File: src/rtl/mqst_pkg.sv
// Shared definitions for the Manchester receive path: timing defaults, line codes, FSM states.
package mqst_pkg;

    localparam int unsigned MQST_CLK_PER_BIT = 16;
    localparam int unsigned MQST_TOL         = 2;

    localparam logic [1:0] MQST_ZERO = 2'b10;
    localparam logic [1:0] MQST_ONE  = 2'b01;

    typedef enum logic [1:0] {
        HUNT,
        START,
        DATA
    } mqst_state_e;

endpackage

File: src/rtl/mqst_decoder_if.sv
// Line input and decoded-bit outputs of the Manchester decoder.
interface mqst_decoder_if;

    logic Mqst_BitIn;
    logic Bit_in;
    logic Bit_in_valid;
    logic link_active;
    logic frame_end;
    logic code_err;

    modport master (
        output Mqst_BitIn,
        input  Bit_in,
        input  Bit_in_valid,
        input  link_active,
        input  frame_end,
        input  code_err
    );

    modport slave (
        input  Mqst_BitIn,
        output Bit_in,
        output Bit_in_valid,
        output link_active,
        output frame_end,
        output code_err
    );

endinterface

File: src/rtl/mqst_line_sync.sv
// Two-flop synchroniser for the asynchronous line plus a delayed copy for edge detection.
module mqst_line_sync (
    input  logic clk,
    input  logic rst_n,
    input  logic line_in,
    output logic line_s,
    output logic rise,
    output logic fall
);

    // [0] first sync stage, [1] synced line, [2] previous synced value
    logic [2:0] sync_q, sync_d;

    always_comb begin
        sync_d = {sync_q[1:0], line_in};
    end

    always_ff @(posedge clk or negedge rst_n) begin
        if (!rst_n) begin
            sync_q <= '0;
        end else begin
            sync_q <= sync_d;
        end
    end

    assign line_s = sync_q[1];
    assign rise   = sync_q[1] & ~sync_q[2];
    assign fall   = ~sync_q[1] & sync_q[2];

endmodule

File: src/rtl/mqst_decoder.sv
// Manchester receive decoder: oversampled bit recovery with mid-bit resync, start-bit
// stripping, end-of-frame and code-violation detection.
module mqst_decoder
    import mqst_pkg::*;
#(
    parameter int unsigned CLK_PER_BIT = MQST_CLK_PER_BIT,
    parameter int unsigned TOL         = MQST_TOL
) (
    input  logic          clk,
    input  logic          rst_n,
    mqst_decoder_if.slave bus
);

    localparam int unsigned CW = $clog2(CLK_PER_BIT);
    localparam int unsigned H  = CLK_PER_BIT / 2;
    localparam int unsigned Q  = CLK_PER_BIT / 4;

    localparam logic [CW-1:0] CntMax    = CW'(CLK_PER_BIT - 1);
    localparam logic [CW-1:0] CntS1     = CW'(Q);
    localparam logic [CW-1:0] CntS2     = CW'(H + Q);
    localparam logic [CW-1:0] CntEval   = CW'(H + Q + 1);
    localparam logic [CW-1:0] CntWinLo  = CW'(H - TOL);
    localparam logic [CW-1:0] CntWinHi  = CW'(H + TOL);
    localparam logic [CW-1:0] CntResync = CW'(H + 1);

    mqst_state_e   state_q, state_d;
    logic [CW-1:0] cnt_q, cnt_d;
    logic          s1_q, s1_d, s2_q, s2_d;
    logic          bit_q, bit_d, valid_q, valid_d;
    logic          fend_q, fend_d, cerr_q, cerr_d;
    logic          line_s, rise, fall;
    logic [1:0]    pair;

    mqst_line_sync u_line_sync (
        .clk     (clk),
        .rst_n   (rst_n),
        .line_in (bus.Mqst_BitIn),
        .line_s  (line_s),
        .rise    (rise),
        .fall    (fall)
    );

    assign pair = {s1_q, s2_q};

    always_comb begin
        state_d = state_q;
        cnt_d   = cnt_q;
        s1_d    = s1_q;
        s2_d    = s2_q;
        bit_d   = bit_q;
        valid_d = 1'b0;
        fend_d  = 1'b0;
        cerr_d  = 1'b0;

        if (state_q == HUNT) begin
            cnt_d = '0;
            // The detection cycle itself counts as sample 0.
            if (rise) begin
                cnt_d   = CW'(1);
                state_d = START;
            end
        end else begin
            cnt_d = (cnt_q == CntMax) ? '0 : cnt_q + 1'b1;
            if ((rise || fall) && (cnt_q >= CntWinLo) && (cnt_q <= CntWinHi)) begin
                cnt_d = CntResync;
            end
            if (cnt_q == CntS1) s1_d = line_s;
            if (cnt_q == CntS2) s2_d = line_s;

            if (cnt_q == CntEval) begin
                if (state_q == START) begin
                    case (pair)
                        MQST_ZERO: state_d = DATA;
                        2'b00:     state_d = HUNT;
                        default: begin
                            cerr_d  = 1'b1;
                            state_d = HUNT;
                        end
                    endcase
                end else begin
                    case (pair)
                        MQST_ZERO: begin
                            bit_d   = 1'b0;
                            valid_d = 1'b1;
                        end
                        MQST_ONE: begin
                            bit_d   = 1'b1;
                            valid_d = 1'b1;
                        end
                        2'b00: begin
                            fend_d  = 1'b1;
                            state_d = HUNT;
                        end
                        default: begin
                            cerr_d  = 1'b1;
                            state_d = HUNT;
                        end
                    endcase
                end
                if (state_d == HUNT) cnt_d = '0;
            end
        end
    end

    always_ff @(posedge clk or negedge rst_n) begin
        if (!rst_n) begin
            state_q <= HUNT;
            cnt_q   <= '0;
            s1_q    <= 1'b0;
            s2_q    <= 1'b0;
            bit_q   <= 1'b0;
            valid_q <= 1'b0;
            fend_q  <= 1'b0;
            cerr_q  <= 1'b0;
        end else begin
            state_q <= state_d;
            cnt_q   <= cnt_d;
            s1_q    <= s1_d;
            s2_q    <= s2_d;
            bit_q   <= bit_d;
            valid_q <= valid_d;
            fend_q  <= fend_d;
            cerr_q  <= cerr_d;
        end
    end

    assign bus.Bit_in       = bit_q;
    assign bus.Bit_in_valid = valid_q;
    assign bus.frame_end    = fend_q;
    assign bus.code_err     = cerr_q;
    assign bus.link_active  = (state_q != HUNT);

endmodule

File: src/flat_wrapper.sv
// flat-port wrapper written by rule: the top's interface ports become plain ports
module mqst_decoder_flat import mqst_pkg::*;
#(
    parameter int unsigned CLK_PER_BIT = MQST_CLK_PER_BIT,
    parameter int unsigned TOL         = MQST_TOL
)
  (clk, rst_n, bus_Mqst_BitIn, bus_Bit_in, bus_Bit_in_valid, bus_link_active, bus_frame_end, bus_code_err);
  mqst_decoder_if bus_i ();
  input  logic clk;
  input  logic rst_n;
  input wire logic [$bits(bus_i.Mqst_BitIn)-1:0] bus_Mqst_BitIn;
  output wire logic [$bits(bus_i.Bit_in)-1:0] bus_Bit_in;
  output wire logic [$bits(bus_i.Bit_in_valid)-1:0] bus_Bit_in_valid;
  output wire logic [$bits(bus_i.link_active)-1:0] bus_link_active;
  output wire logic [$bits(bus_i.frame_end)-1:0] bus_frame_end;
  output wire logic [$bits(bus_i.code_err)-1:0] bus_code_err;
  assign bus_i.Mqst_BitIn = bus_Mqst_BitIn;
  assign bus_Bit_in = bus_i.Bit_in;
  assign bus_Bit_in_valid = bus_i.Bit_in_valid;
  assign bus_link_active = bus_i.link_active;
  assign bus_frame_end = bus_i.frame_end;
  assign bus_code_err = bus_i.code_err;
  mqst_decoder #(.CLK_PER_BIT(CLK_PER_BIT), .TOL(TOL)) u_core (.clk(clk), .rst_n(rst_n), .bus(bus_i));
endmodule
File: config.mk
export PLATFORM = sky130hd
export DESIGN_NAME = mqst_decoder_flat
export DESIGN_NICKNAME = d
export VERILOG_FILES = /design/src/rtl/mqst_pkg.sv /design/src/rtl/mqst_decoder_if.sv /design/src/rtl/mqst_line_sync.sv /design/src/rtl/mqst_decoder.sv /design/src/flat_wrapper.sv
export SDC_FILE = /design/constraint.sdc
export NUM_CORES = 1
export LEC_CHECK = 0
export BUFFER_PORTS_ARGS = -buffer_cell sky130_fd_sc_hd__buf_2
export CAP_MARGIN = 20
export CORE_UTILIZATION = 60
export CTS_CLUSTER_SIZE = 8
export DETAILED_ROUTE_END_ITERATION = 12
export PLACE_DENSITY = 0.92
export SYNTH_ARGS = -nofsm -noshare
export SYNTH_HDL_FRONTEND = slang
export SYNTH_HIERARCHICAL = 1
export SYNTH_SLANG_ARGS = --single-unit
export TNS_END_PERCENT = 50
File: constraint.sdc
create_clock -name clk -period 3.99 [get_ports clk]
set_input_delay 0.399 -clock clk [delete_from_list [all_inputs] [get_ports clk]]
set_output_delay 0.399 -clock clk [all_outputs]
set_load 0.02 [all_outputs]
Word level (Yosys, flattened, before mapping):

Cells that the tools add are included.

* register bits after elaboration: 15
* bits of input ports: 3
* output and inout port bits: 5
* logic and storage cells: 70

* $add $sub $neg: 1
* magnitude comparators: 2
* equal/unequal tests: 8
* multiplexer cells: 28
* bitwise operators: 6
* reductions and logical operators: 16

Operators with widths (count)
* two-way mux 4 bit: 5
* two-way mux 2 bit: 8
* two-way mux 1 bit: 14
* == test 4 bit (second input constant): 3
* zero test 2 bit: 3
* AND reduction 2 bit: 3
* nonzero test 2 bit: 3
* adder 4 x 1 -> 4 bit (second input constant): 1
* == test 2 x 1 -> 1 bit (second input constant): 2
* == test 4 x 3 -> 1 bit (second input constant): 1
* greater-or-equal comparator 4 x 3 -> 1 bit (second input constant): 1
* <= comparator 4 bit (second input constant): 1
* NOT 1 bit: 4
* AND reduction 4 bit: 1
* OR reduction 2 bit: 2
* OR reduction 3 bit: 1
* AND 1 bit: 2
* == test 2 bit (second input constant): 1
* logical AND 1 bit: 2
* inequality test 2 x 1 -> 1 bit (second input constant): 1
* one-hot mux 1 bit (2 select lines): 1
* logical OR 1 bit: 1

Depth between registers and ports, before layout:

Gate-level depths: netlist (run 1).

* depth after elaboration: 10
* depth in mapped cells: 6
* depth with buffers taken out: 6

Modules after synthesis:

The synthesis (run 1) kept the hierarchy.

By module, submodules not included
* mqst_decoder: times used 1, cells an instance 70, area each 725.7 um2, sequential area each 300.3 um2
* mqst_line_sync: times used 1, cells an instance 5, area each 90.1 um2, sequential area each 75.1 um2

Worst setup path before layout (run 1):

No wires, ideal clock.

* kind: reg2reg
* start point: reg u_core.cnt_q[1]
* end point: reg u_core.cnt_q[1]
* setup time: 0.120 ns
* data arrival time: 1.341 ns
* data required time: 3.870 ns
* setup slack: 2.529 ns
* cell stages (with the launch flop): 7
* buffers on the path: 0
* clock period less this slack: 1.461 ns
* path through: dfrtp_1 > inv_1 > ha_1 > inv_1 > o31a_1 > o22a_1 > and3_1

* word-level cells in the longest chain between the ends: 7
* elaborated cells between the ends (all ways): 12
* those cells by class: 1 x add/sub; 2 x order compare; 2 x eq/ne; 5 x mux; 2 x reduce/logical

RTL lines
* start: declaration: RTL line mqst_decoder.sv:27 `logic [CW-1:0] cnt_q, cnt_d;`
* start signal: assignment: RTL line mqst_decoder.sv:117 `cnt_q <= cnt_d;`
* greater-or-equal comparator 4 x 3 -> 1 bit: RTL line mqst_decoder.sv:64 `if ((rise || fall) && (cnt_q >= CntWinLo) && (cnt_q <= CntWinHi)) begin`
* logical AND 1 bit (2 in series): RTL line mqst_decoder.sv:64
* two-way mux 4 bit: RTL line mqst_decoder.sv:64
* two-way mux 4 bit: RTL line mqst_decoder.sv:100 `if (state_d == HUNT) cnt_d = '0;`
* two-way mux 4 bit (*): RTL line mqst_decoder.sv:70 `if (cnt_q == CntEval) begin`
* two-way mux 4 bit (*): RTL line mqst_decoder.sv:55 `if (state_q == HUNT) begin`
* named net u_core.cnt_d[1]: RTL line mqst_decoder.sv:27

The timed path passes the listed nets; every way through them passes the cells marked *.
A chain may end at the register's enable or synchronous reset.

Final worst setup path (run 1):

* start point: reg u_core.state_q[1]
* end point: out bus_link_active

* word-level cells in the longest chain between the ends: 1

RTL lines
* start: declaration: RTL line mqst_decoder.sv:26 `mqst_state_e state_q, state_d;`
* start signal: assignment: RTL line mqst_decoder.sv:116 `state_q <= state_d;`
* nonzero test 2 bit: RTL line mqst_decoder.sv:131 `assign bus.link_active = (state_q != HUNT);`
* end: declaration: RTL line flat_wrapper.sv:14 `output wire logic [$bits(bus_i.link_active)-1:0] bus_link_active;`

No other way between the ends.

==> results of run 1 <==
==> cell families (layout without fill, tap and decap cells) <==
family	after synthesis	after routing
adder cells (fa/ha/maj)	8	8
flip-flops	15	15
XOR/XNOR	1	1
AND/OR/NAND/NOR	25	25
buffers and inverters	9	18
multiplexers	3	3
AO/OA/AOI/OAI	14	14
==> cell type report <==
class | count | share of cell area
multi-input cells | 51 | 0.443
flip-flops and latches | 15 | 0.429
repair buffers | 8 | 0.0514
clock buffers | 3 | 0.0257
inverters | 6 | 0.0257
well taps | 14 | 0.0200
clock inverters | 1 | 0.00571
==> per-layer routing <==
| layer | part of all wire | track usage | up-vias |
|---|---|---|---|
| li1 | - | - | 273 |
| met1 | 0.43 | 0.295 | 268 |
| met2 | 0.52 | 0.417 | 17 |
| met3 | 0.045 | 0.0347 | 2 |
| met4 | 0.0065 | 0.129 | 0 |
| met5 | 0 | 0 | - |
==> state kept, by name, summed over array words and instances, names as in the netlist <==
name,cells
u_core/cnt_q,4
u_core/u_line_sync/sync_q,3
u_core/state_q,2
u_core/bus.Bit_in,1
u_core/bus.Bit_in_valid,1
u_core/bus.code_err,1
u_core/bus.frame_end,1
u_core/s1_q,1
u_core/s2_q,1
==> path summary, 6_finish.rpt <==
check	end	depth (start not counted)	from	slack [ns]
min in group asynchronous	u_core/bus.frame_end	2	rst_n	0.54
max	bus_link_active	2	u_core/state_q[1]	2.37
min reg2reg	u_core/u_line_sync/sync_q[1]	0	u_core/u_line_sync/sync_q[0]	0.36
max reg2reg	u_core/cnt_q[1]	6	u_core/cnt_q[1]	2.37
max in group asynchronous	u_core/state_q[1]	2	rst_n	3.21
min	u_core/u_line_sync/sync_q[0]	1	bus_Mqst_BitIn	0.21
==> Yosys cell counts (2+ instances only) <==
cell and n:
a21oi_1 5, and3_1 4, buf_6 2, dfrtp_1 15
ha_1 8, inv_1 6, mux2_4 2, nand2_1 2
nand3_1 2, nor2_1 8, o22ai_1 2
==> per-stage QoR <==
step | instance area (sq um) | power [mW] | worst slack (ns) | hold slack (ns) | std cells
finish | 876 | 0.565 | 2.37 | 0.213 | 98
CTS | 876 | 0.566 | 2.37 | 0.204 | 98
global route | 876 | 0.614 | 2.28 | 0.192 | 98
detailed placement | 838 | 0.478 | 2.40 | 0.314 | 93
floorplan | 816 | 0.438 | 2.53 | 0.103 | 75
global placement | 838 | 0.463 | 2.46 | 0.311 | 93
==> power breakdown <==
part	switching [mW]	leakage, nW	internal (mW)
clock	0.0500	0.0177	0.0372
combinational	0.116	0.238	0.108
sequential	0.0645	0.190	0.190
total	0.231	0.445	0.335
==> summary.md, run 1 <==
| Metric | Value |
|---|---|
| All-Layer GR Usage | 0.245 |
| Global-route wire length before repair | 2390 microns |
| Peak supply drop | 0.391 mV |
| ANT cells | 0 |
| Critical path's largest stage delay | 0.48 ns |
| Area occupied by multi-input gates | 388 sq um |
| Initial DRC Count | 14 |
| Die Area | 0.00151 sq mm |
| Fmax | 616 MHz |
| Crit path launch type | register |
| Port bufs | 7 |
| Clk_skew | 0.00630 ns |
| YS warnings | 6 |
| CP Cell Sequence | or2_4, buf_2 |
| Maxcap violations | 0 |
| Final hold vios | 0 |
| #FFs+latches synth | 15 |
| Drt drc | 0 |
| Post_cts resized | 0 |
| Grt total ovfl | 0 |
| Ranking of synthesized cells by area | dfrtp_1 (46%), ha_1 (12%), mux2_4 (3.7%) |
| Worst Setup End Kind | primary output |
| Largest family of logic cells by synthesized area | simple AND/OR/NAND/NOR gates |
| Die Wd | 38.9 microns |
| Final ANT Viol Nets | 0 |
| Mapped Avg Cell Area | 10.9 sq um |
| Sequential share of the synthesized area | 0.460 |
| WP data required | 3.59 ns |
| CTS tree | built |
| Core area | 0.00119 sq mm |
| Die height | 38.9 microns |
| Post-layout util | 0.738 |
| Slowest-stage cell, CP | dfrtp_1 |
| Mux contribution to synthesized area | 0.0506 |
| Initial core utilization | 0.688 |
| Compound-Gate Fraction of Synth Area | 0.110 |
| Placer Congestion | 0.797 |
| WP data arrival | 1.22 ns |
| Post-synthesis cell type count | 30 |
| Area fraction of the dominant cell type after synthesis | 0.460 |
| HPWL after DPL | 1070 microns |
| Post-Synth Adder-Cell Area | 0.123 |
| Layout area overhead | 7.36% |
| Cts-stage hold buffer count | 1 |
| Layout cells sized above 1 | 0.226 |
| TNS Setup | 0 ns |
| Site Rows | 12 |
| Wire per inst | 14.2 microns |
| Post-synth top flop | dfrtp_1 |
| Vias in the first global route | 549 |
| Number of buffers created by CTS | 3 |
| Register area | 375 sq um |
| Power per standard cell area | 646 mW/mm^2 |
| Asr flop ratio synth | 1.00 |
| Final setup viols | 0 |
| Io pins | 8 |
| DR vias/cell | 5.71 |
| Status | finished clean |
| Pre-Repair DR Iteration Count | 4 |
| Kind of critical path | reg -> out |
| Nets@finish | 96 |
| Clk root buf | clkbuf_4 |
| Maximum number of pins on one net before global-route repair | 16 |
| CTS clk-pin slew, worst paths | 0.09 ns |
| H-tree Lvls | 1 |
| Via count | 560 |
| Synthesized instance count | 75 |
| Simple-gate area share of the yosys netlist | 0.181 |
| Period utilization | 0.407 |
| Unrepaired setup endpoints after global routing | no |
| Tmin final | 1.62 ns |
| XOR/XNOR Fraction of Synth Area | 0.0107 |
| Syn nets | 86 |
| Final Routed Wirelength | 1390 microns |
| Synthesized area | 816 sq um |
| Most frequent cells in the layout | dfrtp_1 (15), nor2_1 (8), ha_1 (8) |
| Clk buf depth | 2 |
| Leak | 0.445 nW |
| Setup Buffers After CTS | 0 |
| Fill cells | 88 |
| Worst path bufs/invs | 1 |
| Pins Over Slew Limit | 0 |
| Worst skew pair latency | 0.28 ns |
| Family with the most delay on the worst path | flip-flops |
| Post-synth EDFFs | 0 |
| Antenna violations before repair | 0 |
| Most common cell after layout, fill and taps aside | dfrtp_1 |
| Worst-margin pin slew | 0.330 ns |
| Clk sinks | 15 |
| Area leader, netlist | dfrtp_1 |
| Worst Hold Class | in -> reg |
| Slew margin rel. | 0.780 |
| Crit-path max FO | 9 |
Note: power is estimated with default switching activity, not from simulation.
==> run 2: changes to the inputs <==
--- a/config.mk
+++ b/config.mk
@@ -7,10 +7,10 @@
 export LEC_CHECK = 0
 export BUFFER_PORTS_ARGS = -buffer_cell sky130_fd_sc_hd__buf_2
 export CAP_MARGIN = 20
-export CORE_UTILIZATION = 60
+export CORE_UTILIZATION = 55
 export CTS_CLUSTER_SIZE = 8
 export DETAILED_ROUTE_END_ITERATION = 12
-export PLACE_DENSITY = 0.92
+export PLACE_DENSITY = 0.86
 export SYNTH_ARGS = -nofsm -noshare
 export SYNTH_HDL_FRONTEND = slang
 export SYNTH_HIERARCHICAL = 1
==> constraint.sdc (replaced) <==
create_clock -name clk -period 1.6 [get_ports clk]
set_input_delay 0.16 -clock clk [delete_from_list [all_inputs] [get_ports clk]]
set_output_delay 0.16 -clock clk [all_outputs]
set_load 0.02 [all_outputs]
==> summary.md, run 2 (synthesis gave the netlist of run 1 again) <==
| Metric | Value |
|---|---|
| All-Layer GR Usage | 0.211 |
| Die Area | 0.00164 sq mm |
| Critical Path Start | u_core/s2_q |
| Antenna violations before repair | 0 |
| Crit path launch type | register |
| Clk_skew | 0.00280 ns |
| Slowest-stage cell, CP | dfrtp_1 |
| Grt total ovfl | 0 |
| Pre-Repair DR Iteration Count | 4 |
| Leak | 0.464 nW |
| R2r worst-path depth | 5 |
| Crit path capture | u_core/cnt_q[1] |
| Top flop regs | u_core/cnt_q x4, u_core/u_line_sync/sync_q x3, u_core/state_q x2 |
| Period utilization | 0.959 |
| Tmin final | 1.53 ns |
| Fill cells | 99 |
| Maximum number of pins on one net before global-route repair | 16 |
| Largest register FFs | 4 |
| DR vias/cell | 5.82 |
| NetSw | 0.597 mW |
| Worst-margin pin slew | 0.352 ns |
| Crit-path max FO | 4 |
| Worst skew pair latency | 0.28 ns |
| WP data arrival | 1.71 ns |
| Die Wd | 40.5 microns |
| Final setup viols | 0 |
| Reg with most FFs | u_core/cnt_q |
| Drt drc | 0 |
| Final setup margin | 0.0656 ns |
| Vias in the first global route | 522 |
| Clk root buf | clkbuf_4 |
| Core area | 0.00133 sq mm |
| Final ANT Viol Nets | 0 |
| Die height | 40.5 microns |
| Setup WS pre-CTS | 0.0763 ns |
| CTS clk-pin slew, worst paths | 0.09 ns |
| Final Routed Wirelength | 1490 microns |
| Via count | 588 |
| HPWL after DPL | 987 microns |
| TNS Setup | 0 ns |
| Peak supply drop | 0.806 mV |
| Final hold vios | 0 |
| Layout cells sized above 1 | 0.291 |
| Layout area overhead | 13.5% |
| Power per standard cell area | 1610 mW/mm^2 |
| ANT cells | 0 |
| Placer Congestion | 0.864 |
| Pins Over Slew Limit | 0 |
| Clk sinks | 15 |
| Most common cell after layout, fill and taps aside | dfrtp_1 |
| H-tree Lvls | 1 |
| Worst Hold Class | in -> async |
| CTS tree | built |
| Number of buffers created by CTS | 3 |
| CP Cell Sequence | inv_1, ha_1, o31a_1, o22a_1, and3_1 |
| Initial core utilization | 0.612 |
| Port bufs | 7 |
| Most frequent cells in the layout | dfrtp_1 (15), buf_2 (7), nor2_1 (7) |
| Wire per inst | 14.7 microns |
| Kind of critical path | reg -> reg |
| Critical path's largest stage delay | 0.41 ns |
| Worst R2R Setup Slack | 0.07 ns |
| Clk buf depth | 2 |
| Site Rows | 13 |
| Nets@finish | 98 |
| Post-layout util | 0.694 |
| R2r startpoint | u_core/s2_q |
| Fmax | 652 MHz |
| Global-route wire length before repair | 2240 microns |
| Unrepaired setup endpoints after global routing | yes |
| Worst Setup End Kind | register |
| Io pins | 8 |
| WHS | 0.316 ns |
| Seq pwr share | 0.412 |
| WP data required | 1.77 ns |
| R2r endpoint | u_core/cnt_q[1] |
| Initial DRC Count | 19 |
| Status | finished clean |
| Comb power frac | 0.445 |
| Cell internal pwr | 0.897 mW |
| Maxcap violations | 0 |
| Slew margin rel. | 0.765 |
| Clock network fraction of total power | 0.143 |
| Sw frac | 0.399 |
run 2: worst max-delay path, delay by kind of cell (launching register included):
family                     cells  cell delay (ns)
AOI/OAI and AO/OA              2             0.52
DFF                            1             0.41
adders and majority gates      1             0.23
and+or+nand+nor                1             0.17
buffers and inverters          1             0.10
run 2: how the worst min path moves through the flow:
stage	to	start	depth (start not counted)	slack [ns]
after global placement	u_core/bus.frame_end	rst_n	1	0.07
after CTS	u_core/state_q[0]	rst_n	2	0.30
after detailed placement	u_core/state_q[0]	rst_n	1	0.08
final	u_core/state_q[0]	rst_n	2	0.32
after floorplan	u_core/bus.Bit_in	rst_n	0	-0.14
after global routing	u_core/state_q[0]	rst_n	2	0.36
run 2: area by class of cell:
| type | instances | area [sq um] | area share |
|---|---|---|---|
| clock buffer | 3 | 22.5 | 0.0243 |
| clock inverter | 1 | 5.00 | 0.00541 |
| inverter | 6 | 22.5 | 0.0243 |
| multi-input combinational | 51 | 419 | 0.453 |
| sequential | 15 | 375 | 0.405 |
| tap | 15 | 18.8 | 0.0203 |
| timing repair buffer | 10 | 62.6 | 0.0676 |
run 2: power by group through the flow:
stage / Sequential [mW] / Clock (mW) / Combinational, mW
2_1_floorplan: 0.555 / 0 / 0.537
5_1_grt: 0.635 / 0.236 / 0.743
3_3_place_gp: 0.610 / 0 / 0.567
4_1_cts: 0.613 / 0.226 / 0.591
3_5_place_dp: 0.618 / 0 / 0.580
6_report: 0.616 / 0.213 / 0.666
run 2: repair_timing:
action                                  4_1_cts  5_1_grt
setup buffers                                 0        0
endpoints found under the setup margin        0        4
hold buffers                                  2        0
hold endpoints to repair                     16        0
resized for setup                             0        5
run 2: stage by stage:
stage / cells / instance area, sq um / power [mW]
after floorplan: 75 / 816 / 1.09
after global placement: 95 / 847 / 1.18
after detailed placement: 95 / 847 / 1.20
after CTS: 101 / 895 / 1.43
after global routing: 101 / 926 / 1.61
final: 101 / 926 / 1.49
run 2: routing by layer:
metal / wire length (microns) / vias to the layer above / track usage
met3: 66 / 2 / 0.0333
met5: 0 / - / 0
met4: 8 / 0 / 0.100
met1: 657 / 286 / 0.255
li1: - / 279 / -
met2: 757 / 21 / 0.361
